### src/rtl/jk_pkg.sv
// Shared JK command encodings and the same-cycle press merge rule.
// Used by the command debouncer and by the flip-flop bench.
package jk_pkg;

    localparam logic [1:0] JK_HOLD   = 2'b00;
    localparam logic [1:0] JK_RESET  = 2'b01;
    localparam logic [1:0] JK_SET    = 2'b10;
    localparam logic [1:0] JK_TOGGLE = 2'b11;

    // Set and clear together collapse to a toggle, as does any toggle press.
    function automatic logic [1:0] jk_merge(input logic p_set, input logic p_clr,
                                            input logic p_tog);
        if (p_tog || (p_set && p_clr)) begin
            return JK_TOGGLE;
        end else if (p_set) begin
            return JK_SET;
        end else if (p_clr) begin
            return JK_RESET;
        end else begin
            return JK_HOLD;
        end
    endfunction

endpackage

### src/rtl/jk_debounce_ch.sv
// One button channel: 2-flop synchronizer, counting debouncer and
// a single-cycle pulse on each debounced rising edge.
module jk_debounce_ch #(
    parameter int unsigned DEBOUNCE_CYCLES = 16,
    parameter int unsigned CNT_W           = $clog2(DEBOUNCE_CYCLES + 1)
) (
    input  logic clk,
    input  logic rst,
    input  logic raw_in,
    output logic press
);

    logic             s1;
    logic             s2;
    logic             stable;
    logic             stable_q;
    logic [CNT_W-1:0] cnt;

    always_ff @(posedge clk) begin
        if (rst) begin
            s1       <= 1'b0;
            s2       <= 1'b0;
            stable   <= 1'b0;
            stable_q <= 1'b0;
            cnt      <= '0;
        end else begin
            s1       <= raw_in;
            s2       <= s1;
            stable_q <= stable;
            // Any return to the stable value throws away the partial count.
            if (s2 == stable) begin
                cnt <= '0;
            end else if (cnt == CNT_W'(DEBOUNCE_CYCLES - 1)) begin
                stable <= s2;
                cnt    <= '0;
            end else begin
                cnt <= cnt + CNT_W'(1);
            end
        end
    end

    assign press = stable & ~stable_q;

endmodule

### src/rtl/jk_cmd_debouncer.sv
// Three debounced buttons merged into registered one-cycle J/K commands,
// with a wrapping count of issued commands.
module jk_cmd_debouncer
    import jk_pkg::*;
#(
    parameter int unsigned DEBOUNCE_CYCLES = 16,
    parameter int unsigned CNT_W           = $clog2(DEBOUNCE_CYCLES + 1)
) (
    input  logic       clk,
    input  logic       rst,
    input  logic       btn_set,
    input  logic       btn_clr,
    input  logic       btn_tog,
    output logic       J,
    output logic       K,
    output logic [7:0] cmd_cnt
);

    logic       p_set;
    logic       p_clr;
    logic       p_tog;
    logic [1:0] cmd;

    jk_debounce_ch #(
        .DEBOUNCE_CYCLES(DEBOUNCE_CYCLES),
        .CNT_W          (CNT_W)
    ) u_set (
        .clk   (clk),
        .rst   (rst),
        .raw_in(btn_set),
        .press (p_set)
    );

    jk_debounce_ch #(
        .DEBOUNCE_CYCLES(DEBOUNCE_CYCLES),
        .CNT_W          (CNT_W)
    ) u_clr (
        .clk   (clk),
        .rst   (rst),
        .raw_in(btn_clr),
        .press (p_clr)
    );

    jk_debounce_ch #(
        .DEBOUNCE_CYCLES(DEBOUNCE_CYCLES),
        .CNT_W          (CNT_W)
    ) u_tog (
        .clk   (clk),
        .rst   (rst),
        .raw_in(btn_tog),
        .press (p_tog)
    );

    assign cmd = jk_merge(p_set, p_clr, p_tog);

    // Press pulses are one cycle wide, so the registered command is too.
    always_ff @(posedge clk) begin
        if (rst) begin
            J       <= 1'b0;
            K       <= 1'b0;
            cmd_cnt <= 8'd0;
        end else begin
            J <= cmd[1];
            K <= cmd[0];
            if (cmd != JK_HOLD) begin
                cmd_cnt <= cmd_cnt + 8'd1;
            end
        end
    end

endmodule

### config.mk
export PLATFORM = sky130hd
export DESIGN_NAME = jk_cmd_debouncer
export DESIGN_NICKNAME = d
export VERILOG_FILES = /design/src/rtl/jk_pkg.sv /design/src/rtl/jk_debounce_ch.sv /design/src/rtl/jk_cmd_debouncer.sv
export SDC_FILE = /design/constraint.sdc
export NUM_CORES = 1
export LEC_CHECK = 0
export CORE_AREA = 4 4 56 58
export CTS_CLUSTER_SIZE = 16
export DETAILED_ROUTE_END_ITERATION = 8
export DIE_AREA = 0 0 60 62
export PLACE_DENSITY = 0.76
export SLEW_MARGIN = 20
export SYNTH_ARGS = -nofsm -noshare
export SYNTH_HDL_FRONTEND = slang
export SYNTH_SLANG_ARGS = --single-unit
### constraint.sdc
create_clock -name clk -period 1.85 [get_ports clk]
set_clock_uncertainty 0.05 [all_clocks]
set_input_delay 0.37 -clock clk [delete_from_list [all_inputs] [get_ports clk]]
set_output_delay 0.37 -clock clk [all_outputs]
set_load 0.1 [all_outputs]
Word-level counts from Yosys, hierarchy flattened. Cells that the tools add are included.

Register bits after elaboration: 37. Input port bits: 5. Output and inout port bits: 10. Logic and storage cells: 49.

Add/subtract/negate cells: 4. Equality and inequality tests: 6. Multiplexer cells: 3. Bitwise logic cells: 9. Reduce and logical (&&, ||, !) cells: 9.

Operator list (count): $add A5 B1 Y5 const B (3); $eq A5 B4 Y1 const B (3); $reduce_or A3 Y1 (3); $add A8 B1 Y8 const B (1); $not A1 Y1 (6); $reduce_and A2 Y1 (3); $mux W2 (2); $and A1 B1 Y1 (3); $eq A1 B1 Y1 (3); $reduce_bool A2 Y1 (1); $logic_and A1 B1 Y1 (1); $logic_or A1 B1 Y1 (1); $mux W1 (1).

Logic depth before layout (Yosys ltp). Gate-level depths: netlist of the first run.

Word-level depth: 6. Gate-level depth with buffers: 5. Depth with buffers taken out: 5.

By module. From an unflattened synthesis of the first run, not the netlist that was laid out.

Cell total of the unflattened synthesis: 136. Area, all modules: 1381.3 µm².

By module, submodules not included: jk_debounce_ch (times used 3, cells an instance 30, area an instance 319.1 µm², sequential area each 180.2 µm²); jk_cmd_debouncer (times used 1, cells an instance 46, area an instance 424.2 µm², sequential area each 200.2 µm²).

Least setup slack after synthesis of the first run. OpenSTA, ideal clock, no wires.

Path type: flip-flop to flip-flop. Start point: register cmd_cnt[2]. End point: register cmd_cnt[7]. Library setup time: 121 ps. Data arrival time: 1891 ps. Data required time: 1679 ps. Path slack: -212 ps. Stages on the path, launching flop included: 5. Buffers on the path: 0. Clock period less this slack: 2062 ps. Cells stage by stage: dfxtp_1 -> and4_1 -> nand2_1 -> nor3_1 -> mux2_2.

Longest elaborated chain between the ends: 1.

RTL lines: from (decl) (RTL line jk_cmd_debouncer.sv:16) `output logic [7:0] cmd_cnt`; from (signal assigned) (RTL line jk_cmd_debouncer.sv:66) `cmd_cnt <= cmd_cnt + 8'd1;`; $add A8 B1 Y8 (RTL line jk_cmd_debouncer.sv:66).

Every way passes these cells. A chain may end at the register's enable or synchronous reset.

Final worst setup path of the first run.
Start point: register u_set.cnt[0]. End point: register u_set.cnt[2].

Longest elaborated chain between the ends: 2. Elaborated cells between the ends (all ways): 3. Classes of those cells: add/sub (1); eq/ne (1); reduce/logical (1).

RTL lines: from (decl) (RTL line jk_debounce_ch.sv:17) `logic [CNT_W-1:0] cnt;`; from (signal assigned) (RTL line jk_debounce_ch.sv:37) `cnt <= cnt + CNT_W'(1);`; branches (longest 2 deep; another with $add A5 B1 Y5).

Several ways; the timed one is not identified.

==> results by group, run 1 <==
Die
  – I/O Pins: 15
  – Die ar.: 3720 sq um
  – Die extent in y: 62 microns
  – Row Count: 19
  – Initial Utilization: 52.1%
  – Core area: ~2700 sq um
  – Die W: 60 microns

Worst setup path
  – CP Launch Type: register
  – Critical Path AT: approximately 1.9 ns
  – Crit path max fanout: 5
  – Critical Path RT: 2.06 ns
  – Critical path class: reg2reg
  – Crit end category: register
  – R2R depth: 5

Cells and area
  – Area Overhead vs Synth: 25.2%
  – Filler cell count: 213
  – Share of cells above drive strength 1: 18.4%
  – Multi-input combinational cell area: 616 sq um
  – Final net count: 170
  – Reg area: 748 sq um
  – ANT cells: 0

Synthesis
  – Most instantiated cells after synthesis: 37 x dfxtp_1, 28 x nor2_1, 10 x nor2b_1
  – Mapped cell area: 1390 sq um
  – Top FF cell, synth: dfxtp_1
  – Ranking of synthesized cells by area: dfxtp_1 53%, nor2_1 7.6%, ha_1 6.3%
  – Post-Syn Nets: 149
  – Post-synth EDFFs: 0
  – Avg Cell Area, Syn: roughly 10 sq um
  – Async SR Flop Fraction: 0%
  – #FFs+latches synth: 37
  – Yosys warns: 0
  – Post-Synthesis Cells: 137
  – Count leader, synth: dfxtp_1
  – Register area share after synthesis: 53.4%
  – Area leader, netlist: dfxtp_1
  – Top cell type's share of synthesized area: 53.4%
  – Distinct cell type count after synthesis: 24

Pwr
  – P_leak: 0.000688 uW
  – Pwr per Cell Area: 725 nW/um^2
  – VDD IR-drop max: around 0.6 mV
  – Power, Total: 1260 uW

Clock network
  – Htree depth: 2
  – CTS resizes: 0
  – Clock sinks: 37
  – CTS tree: yes
  – Post-CTS Setup Bufs: 0
  – Worst-path clk slew: ~0.09 ns
  – Max Root-Sink Buffers: 2
  – CTS Hold Bufs: 0
  – Root Buffer: clkbuf_4
  – Worst-skew pair later-pin latency: around 0.33 ns
  – CTS Buf Count: 5

Hold path
  – Hold Crit Class: reg2reg
  – Hold Path Depth: 1

Timing
  – Fin. Hold Viols: 0
  – Period utilization: 88.5%
  – Max-slew headroom: 74.5%
  – Tmin final: 1.64 ns
  – RSZ-0062 raised after global routing: false
  – Final Slew Violations: 0
  – Final setup viols: 0
  – Pin slew with the least headroom to its limit: 0.377 ns
  – Achievable frequency: 0.611 GHz
  – Setup TNS: 0 ns
  – Final WS setup: around 0.21 ns

Detailed routing
  – Drt first pass iters: 4
  – Via count: 937
  – Drt total wl: approximately 2000 microns
  – Via density: just under 5
  – Wire per inst: 10.8 microns
  – Number of routed nets with antenna violations: 0
  – Drt initial violations: 8
  – DR DRC count: 0

Global routing
  – Gr usage total: 13.6%
  – Initial antenna violation count: 0
  – Largest net degree at the start of global routing: 11
  – GRT overflow: 0
  – Vias in the first global route: between 900 and 1000
  – First-pass GRT wire length: 3660 microns

Placement
  – PortBufs: 14
  – Final HPWL DP: 1570 microns
  – Gp weighted congestion: 0.768
  – Setup WS pre-CTS: 0.155 ns

Outcome
  – Run status: complete, no violations

Job
  – Max-Cap Viols: 0
cell families after synthesis:
logic type	share of synthesized area, %
adders and majority gates	6.32
buffers and inverters	2.17
xor gates and xnor gates	8.21
muxes	3.70
AOI/OAI and AO/OA	3.34
and+or+nand+nor	22.8
DFF	53.4
critical path: stages, from the launching register on:
cell and delay, ns:
dfxtp_1 0.34, ha_1 0.22, and3_1 0.19, ha_1 0.20, or3_1 0.46, nor2_1 0.13
worst paths after layout:
path | start | endpoint | slack (ns)
worst min register to register | u_set.s1$_SDFF_PP0_ | u_set.s2$_SDFF_PP0_ | 0.40
worst max-delay path | u_set.cnt[0]$_SDFF_PP0_ | u_set.cnt[2]$_SDFF_PP0_ | 0.21
worst max register to register | u_set.cnt[0]$_SDFF_PP0_ | u_set.cnt[2]$_SDFF_PP0_ | 0.21
worst min-delay path | u_set.s1$_SDFF_PP0_ | u_set.s2$_SDFF_PP0_ | 0.40
cell type report:
class,instances,share of cell area [%]
Inverter,6,1.30
Sequential cell,37,43.1
Multi-Input combinational cell,92,35.5
Clock buffer,7,3.17
Tap cell,31,2.24
Timing Repair Buffer,16,14.7
per-layer routing:
metal  GRT usage, %  wire, microns  up-vias
li1               -              -      489
met1           14.7            885      426
met2           22.7           1010       18
met3           4.96             91        4
met4           8.54             43        0
met5              0              0        -
layout by cell type, fill, tap and decap left out, drive strengths merged:
master / synthesis / final
dfxtp: 37 / 37
nor2: 28 / 28
buf: 0 / 12
nor2b: 10 / 10
xor2: 7 / 7
ha: 7 / 7
clkbuf: 2 / 7
inv: 6 / 6
xnor2: 6 / 6
nand3: 5 / 5
and3: 4 / 4
or3: 4 / 4
mux2i: 4 / 4
clkdlybuf4s50: 0 / 4
o31ai: 3 / 3
and2b: 3 / 3
nand2: 2 / 2
a21oi: 2 / 2
nor3: 2 / 2
or4: 1 / 1
o21ai: 1 / 1
and4: 1 / 1
o311ai: 1 / 1
mux2: 1 / 1
registers in the layout, indices dropped and copies added, names as in the netlist, 5 cells and up:
signal and count:
u_set.cnt 5, u_clr.cnt 5, u_tog.cnt 5, cmd_cnt 8
metrics by stage:
stage	hold WS (ns)	std cells	utilization, %	cell area (sq um)
finish	0.395	189	65.2	1740
detailed placement	0.378	182	63.1	1680
CTS	0.401	189	65.2	1740
global placement	0.370	182	63.1	1680
floorplan	0.364	137	-	1390
global route	0.422	189	65.2	1740
where the power goes:
group,switching (uW),total [uW],internal [uW]
combinational,14.2,31.2,17.0
sequential,3.94,808,804
clock,240,420,180
No activity file was read; power rests on OpenSTA's default activity.
==> run 2: changes to the inputs <==
--- a/config.mk
+++ b/config.mk
@@ -10,6 +10,7 @@
 export DETAILED_ROUTE_END_ITERATION = 8
 export DIE_AREA = 0 0 60 62
 export PLACE_DENSITY = 0.76
+export SKIP_CTS_REPAIR_TIMING = 1
 export SLEW_MARGIN = 20
 export SYNTH_ARGS = -nofsm -noshare
 export SYNTH_HDL_FRONTEND = slang
==> constraint.sdc (replaced) <==
create_clock -name clk -period 1.6 [get_ports clk]
set_clock_uncertainty 0.05 [all_clocks]
set_input_delay 0.32 -clock clk [delete_from_list [all_inputs] [get_ports clk]]
set_output_delay 0.32 -clock clk [all_outputs]
set_load 0.1 [all_outputs]
==> results by group, run 2 (synthesized netlist as in run 1, its figures left out) <==
Job
  – Max-Cap Viols: 0 (unchanged)

Pwr
  – VDD IR-drop max: 0.826 mV (was 0.598 mV)
  – Switching pwr: 326 uW (was 258 uW)
  – P_leak: 0.000735 uW (was 0.000688 uW)
  – Pwr per Cell Area: 947 nW/um^2 (was 725 nW/um^2)
  – Sw Ratio: 18.4% (was 20.5%)
  – Seq pwr share: 53.0% (was 64.2%)
  – Comb power frac: 2.6% (was 2.5%)
  – Clock power share: 44.4% (was 33.3%)
  – Internal power: 1440 uW (was 1000 uW)

Timing
  – Period utilization: 97.2% (was 88.5%)
  – Final Slew Violations: 0 (unchanged)
  – Fin. Hold Viols: 0 (unchanged)
  – Tmin final: 1.55 ns (was 1.64 ns)
  – Achievable frequency: 0.643 GHz (was 0.611 GHz)
  – Fin Hold WS: 0.374 ns (was 0.395 ns)
  – Pin slew with the least headroom to its limit: 0.381 ns (was 0.377 ns)
  – Final setup viols: 0 (unchanged)
  – Max-slew headroom: 74.3% (was 74.5%)

Worst setup path
  – Critical path class: reg2reg (unchanged)
  – Critical Path RT: 1.83 ns (was 2.06 ns)
  – Slowest stage cell, crit path: or3_4 (was or3_1)
  – Top Family by Delay on Critical Path: simple AND/OR/NAND/NOR gates (unchanged)
  – Crit path max fanout: 5 (unchanged)
  – CP max stage delay: 0.40 ns (was 0.46 ns)
  – CP Launch Type: register (unchanged)
  – Crit end category: register (unchanged)
  – Crit path buffers/inverters: 0 (unchanged)
  – Worst-path cell chain: ha_1 -> and3_1 -> ha_2 -> or3_4 -> nor2_2 (was ha_1 -> and3_1 -> ha_1 -> or3_1 -> nor2_1)
  – R2R depth: 5 (unchanged)
  – CP Depth: 5 (unchanged)
  – Critical Path AT: 1.79 ns (was 1.85 ns)

Cells and area
  – Leading cell type in the layout, fill and taps excluded: dfxtp_1 (unchanged)
  – Max reg flops: 8 (unchanged)
  – ANT cells: 0 (unchanged)
  – Most flop-heavy register: cmd_cnt (unchanged)
  – Fin util: 70.0% (was 65.2%)
  – Area Overhead vs Synth: 34.5% (was 25.2%)
  – Final net count: 175 (was 170)
  – Share of cells above drive strength 1: 31.7% (was 18.4%)
  – Commonest non-fill, non-tap cells in the layout: 28 x dfxtp_1, 22 x nor2_1, 10 x nor2b_1, 10 x buf_12, 9 x dfxtp_2 (was 31 x dfxtp_1, 28 x nor2_1, 10 x nor2b_1, 10 x buf_12)
  – Non-filler instance count after layout: 195 (was 189)

Detailed routing
  – Drt first pass iters: 4 (unchanged)
  – Via density: 5.07 (was 4.96)
  – Drt initial violations: 15 (was 8)
  – Via count: 989 (was 937)
  – Drt total wl: 2360 microns (was 2030 microns)
  – DR DRC count: 0 (unchanged)
  – Number of routed nets with antenna violations: 0 (unchanged)
  – Wire per inst: 12.1 microns (was 10.8 microns)

Placement
  – Gp weighted congestion: 0.709 (was 0.768)
  – PortBufs: 14 (unchanged)
  – Placed Instances: 187 (was 182)
  – Final HPWL DP: 1800 microns (was 1570 microns)

Global routing
  – Initial antenna violation count: 0 (unchanged)
  – GRT overflow: 0 (unchanged)
  – Largest net degree at the start of global routing: 13 (was 11)
  – Gr usage total: 15.7% (was 13.6%)
  – First-pass GRT wire length: 4200 microns (was 3660 microns)
  – Vias in the first global route: 1002 (was 908)

Clock network
  – Root Buffer: clkbuf_4 (unchanged)
  – Max Root-Sink Buffers: 2 (unchanged)
  – Worst-path clk slew: 0.11 ns (was 0.09 ns)
  – Worst-skew pair later-pin latency: 0.34 ns (was 0.33 ns)
  – CTS Buf Count: 5 (unchanged)
  – CTS tree: yes (unchanged)
  – Htree depth: 2 (unchanged)
  – Clock sinks: 37 (unchanged)

Die
  – Core area: 2660 sq um (unchanged)
  – Initial Utilization: 52.1% (unchanged)
  – Die ar.: 3720 sq um (unchanged)
  – Die W: 60 microns (unchanged)
  – Row Count: 19 (unchanged)
  – Die extent in y: 62 microns (unchanged)
  – I/O Pins: 15 (unchanged)

Hold path
  – Hold Crit Class: reg2reg (unchanged)
  – Hold Path Depth: 1 (unchanged)

Outcome
  – Run status: complete, no violations (unchanged)
## run 2: power groups by stage
stage	sequential (uW)	combinational, uW	clock (uW)
after floorplan	954	18.6	0
after global placement	955	40.8	0
after detailed placement	956	43.2	0
after CTS	935	43.3	798
after global routing	937	52.1	839
final	935	46.4	784
## run 2: area by class of cell
| class | count | area (sq um) |
|---|---|---|
| fill | 197 | 798 |
| multi-input combinational | 92 | 656 |
| sequential | 37 | 752 |
| inverter | 6 | 22.5 |
| timing repair buffer | 21 | 293 |
| clock inverter | 3 | 65.1 |
| clock buffer | 5 | 37.5 |
| tap | 31 | 38.8 |
## run 2: path summary, 6_finish.rpt
kind	from	to	slack [ns]
hold / removal	u_tog.cnt[0]$_SDFF_PP0_	u_tog.cnt[0]$_SDFF_PP0_	0.37
setup / recovery	u_tog.cnt[0]$_SDFF_PP0_	u_tog.cnt[3]$_SDFF_PP0_	0.05
setup reg to reg	u_tog.cnt[0]$_SDFF_PP0_	u_tog.cnt[3]$_SDFF_PP0_	0.05
hold reg to reg	u_tog.cnt[0]$_SDFF_PP0_	u_tog.cnt[0]$_SDFF_PP0_	0.37
## run 2: layer usage
layer  track usage (%)  part of all wire [%]
met2              30.1                    56
met3              5.58                   4.9
met4              6.65                   1.2
met1              15.0                    38
met5                 0                     0
## run 2: worst reg2reg max path: stages, from the launching register on
cell and delay, ns:
dfxtp_2 0.34, ha_1 0.21, and3_1 0.19, ha_2 0.19, or3_4 0.40, nor2_2 0.12
## run 2: metrics by stage
stage / setup slack [ns] / setup TNS, ns / power (uW) / instance area (sq um)
finish: 0.0455 / 0 / 1770 / 1860
global route: -0.00381 / -0.00381 / 1830 / 1860
CTS: -0.0568 / -0.363 / 1780 / 1820
detailed placement: -0.0333 / -0.125 / 999 / 1720
global placement: 0.0174 / 0 / 996 / 1720
floorplan: -0.128 / -0.128 / 973 / 1390
==> run 3: changes to the inputs <==
--- a/config.mk
+++ b/config.mk
@@ -10,7 +10,6 @@
 export DETAILED_ROUTE_END_ITERATION = 8
 export DIE_AREA = 0 0 60 62
 export PLACE_DENSITY = 0.76
-export SKIP_CTS_REPAIR_TIMING = 1
 export SLEW_MARGIN = 20
 export SYNTH_ARGS = -nofsm -noshare
 export SYNTH_HDL_FRONTEND = slang
==> results by group, run 3 (synthesized netlist as in run 1, its figures left out) <==
Outcome
  – Run status: complete, no violations (unchanged)

Cells and area
  – Final net count: 176 (was 175)
  – ANT cells: 0 (unchanged)
  – Reg area: 752 sq um (unchanged)
  – Leading cell type in the layout, fill and taps excluded: dfxtp_1 (unchanged)
  – Most flop-heavy register: cmd_cnt (unchanged)
  – Filler cell count: 194 (was 197)
  – Non-filler instance count after layout: 196 (was 195)
  – Area Overhead vs Synth: 35.7% (was 34.5%)
  – Commonest non-fill, non-tap cells in the layout: 28 x dfxtp_1, 22 x nor2_1, 10 x nor2b_1, 10 x buf_12, 9 x dfxtp_2 (unchanged)
  – Share of cells above drive strength 1: 32.1% (was 31.7%)
  – Fin util: 70.7% (was 70.0%)
  – Multi-input combinational cell area: 666 sq um (was 656 sq um)
  – Max reg flops: 8 (unchanged)

Clock network
  – CTS tree: yes (unchanged)
  – CTS Buf Count: 5 (unchanged)
  – CTS Hold Bufs: 0
  – Clock sinks: 37 (unchanged)
  – Worst-skew pair later-pin latency: 0.34 ns (about the same)
  – Root Buffer: clkbuf_4 (unchanged)
  – Max Root-Sink Buffers: 2 (unchanged)
  – Htree depth: 2 (unchanged)
  – Worst-path clk slew: 0.11 ns (about the same)

Pwr
  – P_leak: 0.000739 uW (was 0.000735 uW)
  – Power, Total: 1770 uW (about the same)
  – VDD IR-drop max: 0.826 mV (about the same)
  – Pwr per Cell Area: 939 nW/um^2 (was 947 nW/um^2)

Worst setup path
  – Crit path max fanout: 5 (unchanged)
  – R2R setup slack: 0.05 ns (about the same)
  – Critical Path RT: 1.83 ns (about the same)
  – Critical path endpoint: u_tog.cnt[3]$_SDFF_PP0_ (unchanged)
  – Critical Path AT: 1.78 ns (was 1.79 ns)
  – Crit end category: register (unchanged)
  – CP Launch Type: register (unchanged)
  – Critical path class: reg2reg (unchanged)
  – R2R depth: 5 (unchanged)
  – Terminus of the critical flop-to-flop path: u_tog.cnt[3]$_SDFF_PP0_ (unchanged)
  – Worst R2R Start: u_tog.cnt[0]$_SDFF_PP0_ (unchanged)
  – Critical Path Start: u_tog.cnt[0]$_SDFF_PP0_ (unchanged)

Global routing
  – Initial antenna violation count: 0 (unchanged)
  – Largest net degree at the start of global routing: 13 (unchanged)
  – First-pass GRT wire length: 4170 microns (was 4200 microns)
  – Gr usage total: 15.6% (was 15.7%)
  – GRT overflow: 0 (unchanged)
  – Vias in the first global route: 1024 (was 1002)

Placement
  – Final HPWL DP: 1800 microns (unchanged)
  – Placed Instances: 187 (unchanged)
  – Gp weighted congestion: 0.709 (unchanged)
  – PortBufs: 14 (unchanged)

Die
  – Initial Utilization: 52.1% (unchanged)
  – Die extent in y: 62 microns (unchanged)
  – I/O Pins: 15 (unchanged)
  – Die ar.: 3720 sq um (unchanged)
  – Die W: 60 microns (unchanged)
  – Core area: 2660 sq um (unchanged)
  – Row Count: 19 (unchanged)

Timing
  – Fin. Hold Viols: 0 (unchanged)
  – Fin Hold WS: 0.379 ns (was 0.374 ns)
  – Final setup viols: 0 (unchanged)
  – Final Slew Violations: 0 (unchanged)
  – Period utilization: 96.7% (was 97.2%)
  – Pin slew with the least headroom to its limit: 0.381 ns (about the same)
  – Achievable frequency: 0.646 GHz (was 0.643 GHz)
  – Tmin final: 1.55 ns (about the same)
  – Max-slew headroom: 74.3% (about the same)

Detailed routing
  – Drt first pass iters: 4 (unchanged)
  – DR DRC count: 0 (unchanged)
  – Drt initial violations: 16 (was 15)
  – Wire per inst: 12.2 microns (was 12.1 microns)
  – Drt total wl: 2380 microns (was 2360 microns)
  – Via density: 5.02 (was 5.07)
  – Number of routed nets with antenna violations: 0 (unchanged)
  – Via count: 984 (was 989)

Hold path
  – Hold Crit Class: reg2reg (unchanged)

Job
  – Max-Cap Viols: 0 (unchanged)
-- run 3: cell types whose count changed in the layout (fill, tap and decap cells not counted), sizes merged --
cell / delta
buf: +1
-- run 3: cell type report --
type | count | area share, %
sequential | 37 | 40.0
multi-input combinational | 92 | 35.4
timing repair buffer | 22 | 16.0
clock inverter | 3 | 3.46
tap | 31 | 2.06
clock buffer | 5 | 1.99
inverter | 6 | 1.20
-- run 3: how the worst min path moves through the flow --
| stage | startpoint | to | slack, ns | cells after the start |
|---|---|---|---|---|
| finish | u_clr.cnt[0]$_SDFF_PP0_ | u_clr.cnt[0]$_SDFF_PP0_ | 0.38 | 1 |
| global route | u_clr.cnt[0]$_SDFF_PP0_ | u_clr.cnt[0]$_SDFF_PP0_ | 0.39 | 1 |
| CTS | u_set.cnt[0]$_SDFF_PP0_ | u_set.cnt[0]$_SDFF_PP0_ | 0.38 | 1 |
| detailed placement | u_set.s1$_SDFF_PP0_ | u_set.s2$_SDFF_PP0_ | 0.38 | 1 |
| global placement | u_set.s1$_SDFF_PP0_ | u_set.s2$_SDFF_PP0_ | 0.37 | 1 |
| floorplan | rst | u_tog.s2$_SDFF_PP0_ | 0.34 | 1 |
-- run 3: per-layer routing --
metal	share of wire (%)	vias to the layer above	global-route usage, %	wire [microns]
li1	-	504	-	-
met1	37	459	14.2	872
met2	58	19	30.4	1370
met3	5.4	2	5.79	128
met4	0.38	0	7.28	9
met5	0	-	0	0
-- run 3: per-stage QoR --
step | setup TNS [ns] | cell area, sq um | worst slack, ns
CTS | 0 | 1840 | 0.00373
finish | 0 | 1880 | 0.0531
global placement | 0 | 1720 | 0.0174
detailed placement | -0.125 | 1720 | -0.0333
global route | -0.0112 | 1880 | -0.00809
floorplan | -0.128 | 1390 | -0.128
-- run 3: critical path: stages (launching register included) --
cell	delay, ns
dfxtp_2	0.35
ha_2	0.19
and3_1	0.18
ha_2	0.19
or3_4	0.43
nor2_4	0.12
-- run 3: what timing repair did --
action,CTS,global route
gates resized for setup,5,13
pin swaps,1,3
buffers inserted,0,1
endpoints found under the setup margin,13,15
-- run 3: report_power, final --
part | switching (uW) | internal (uW)
sequential | 5.03 | 930
clock | 300 | 484
combinational | 20.3 | 27.1
total | 326 | 1440
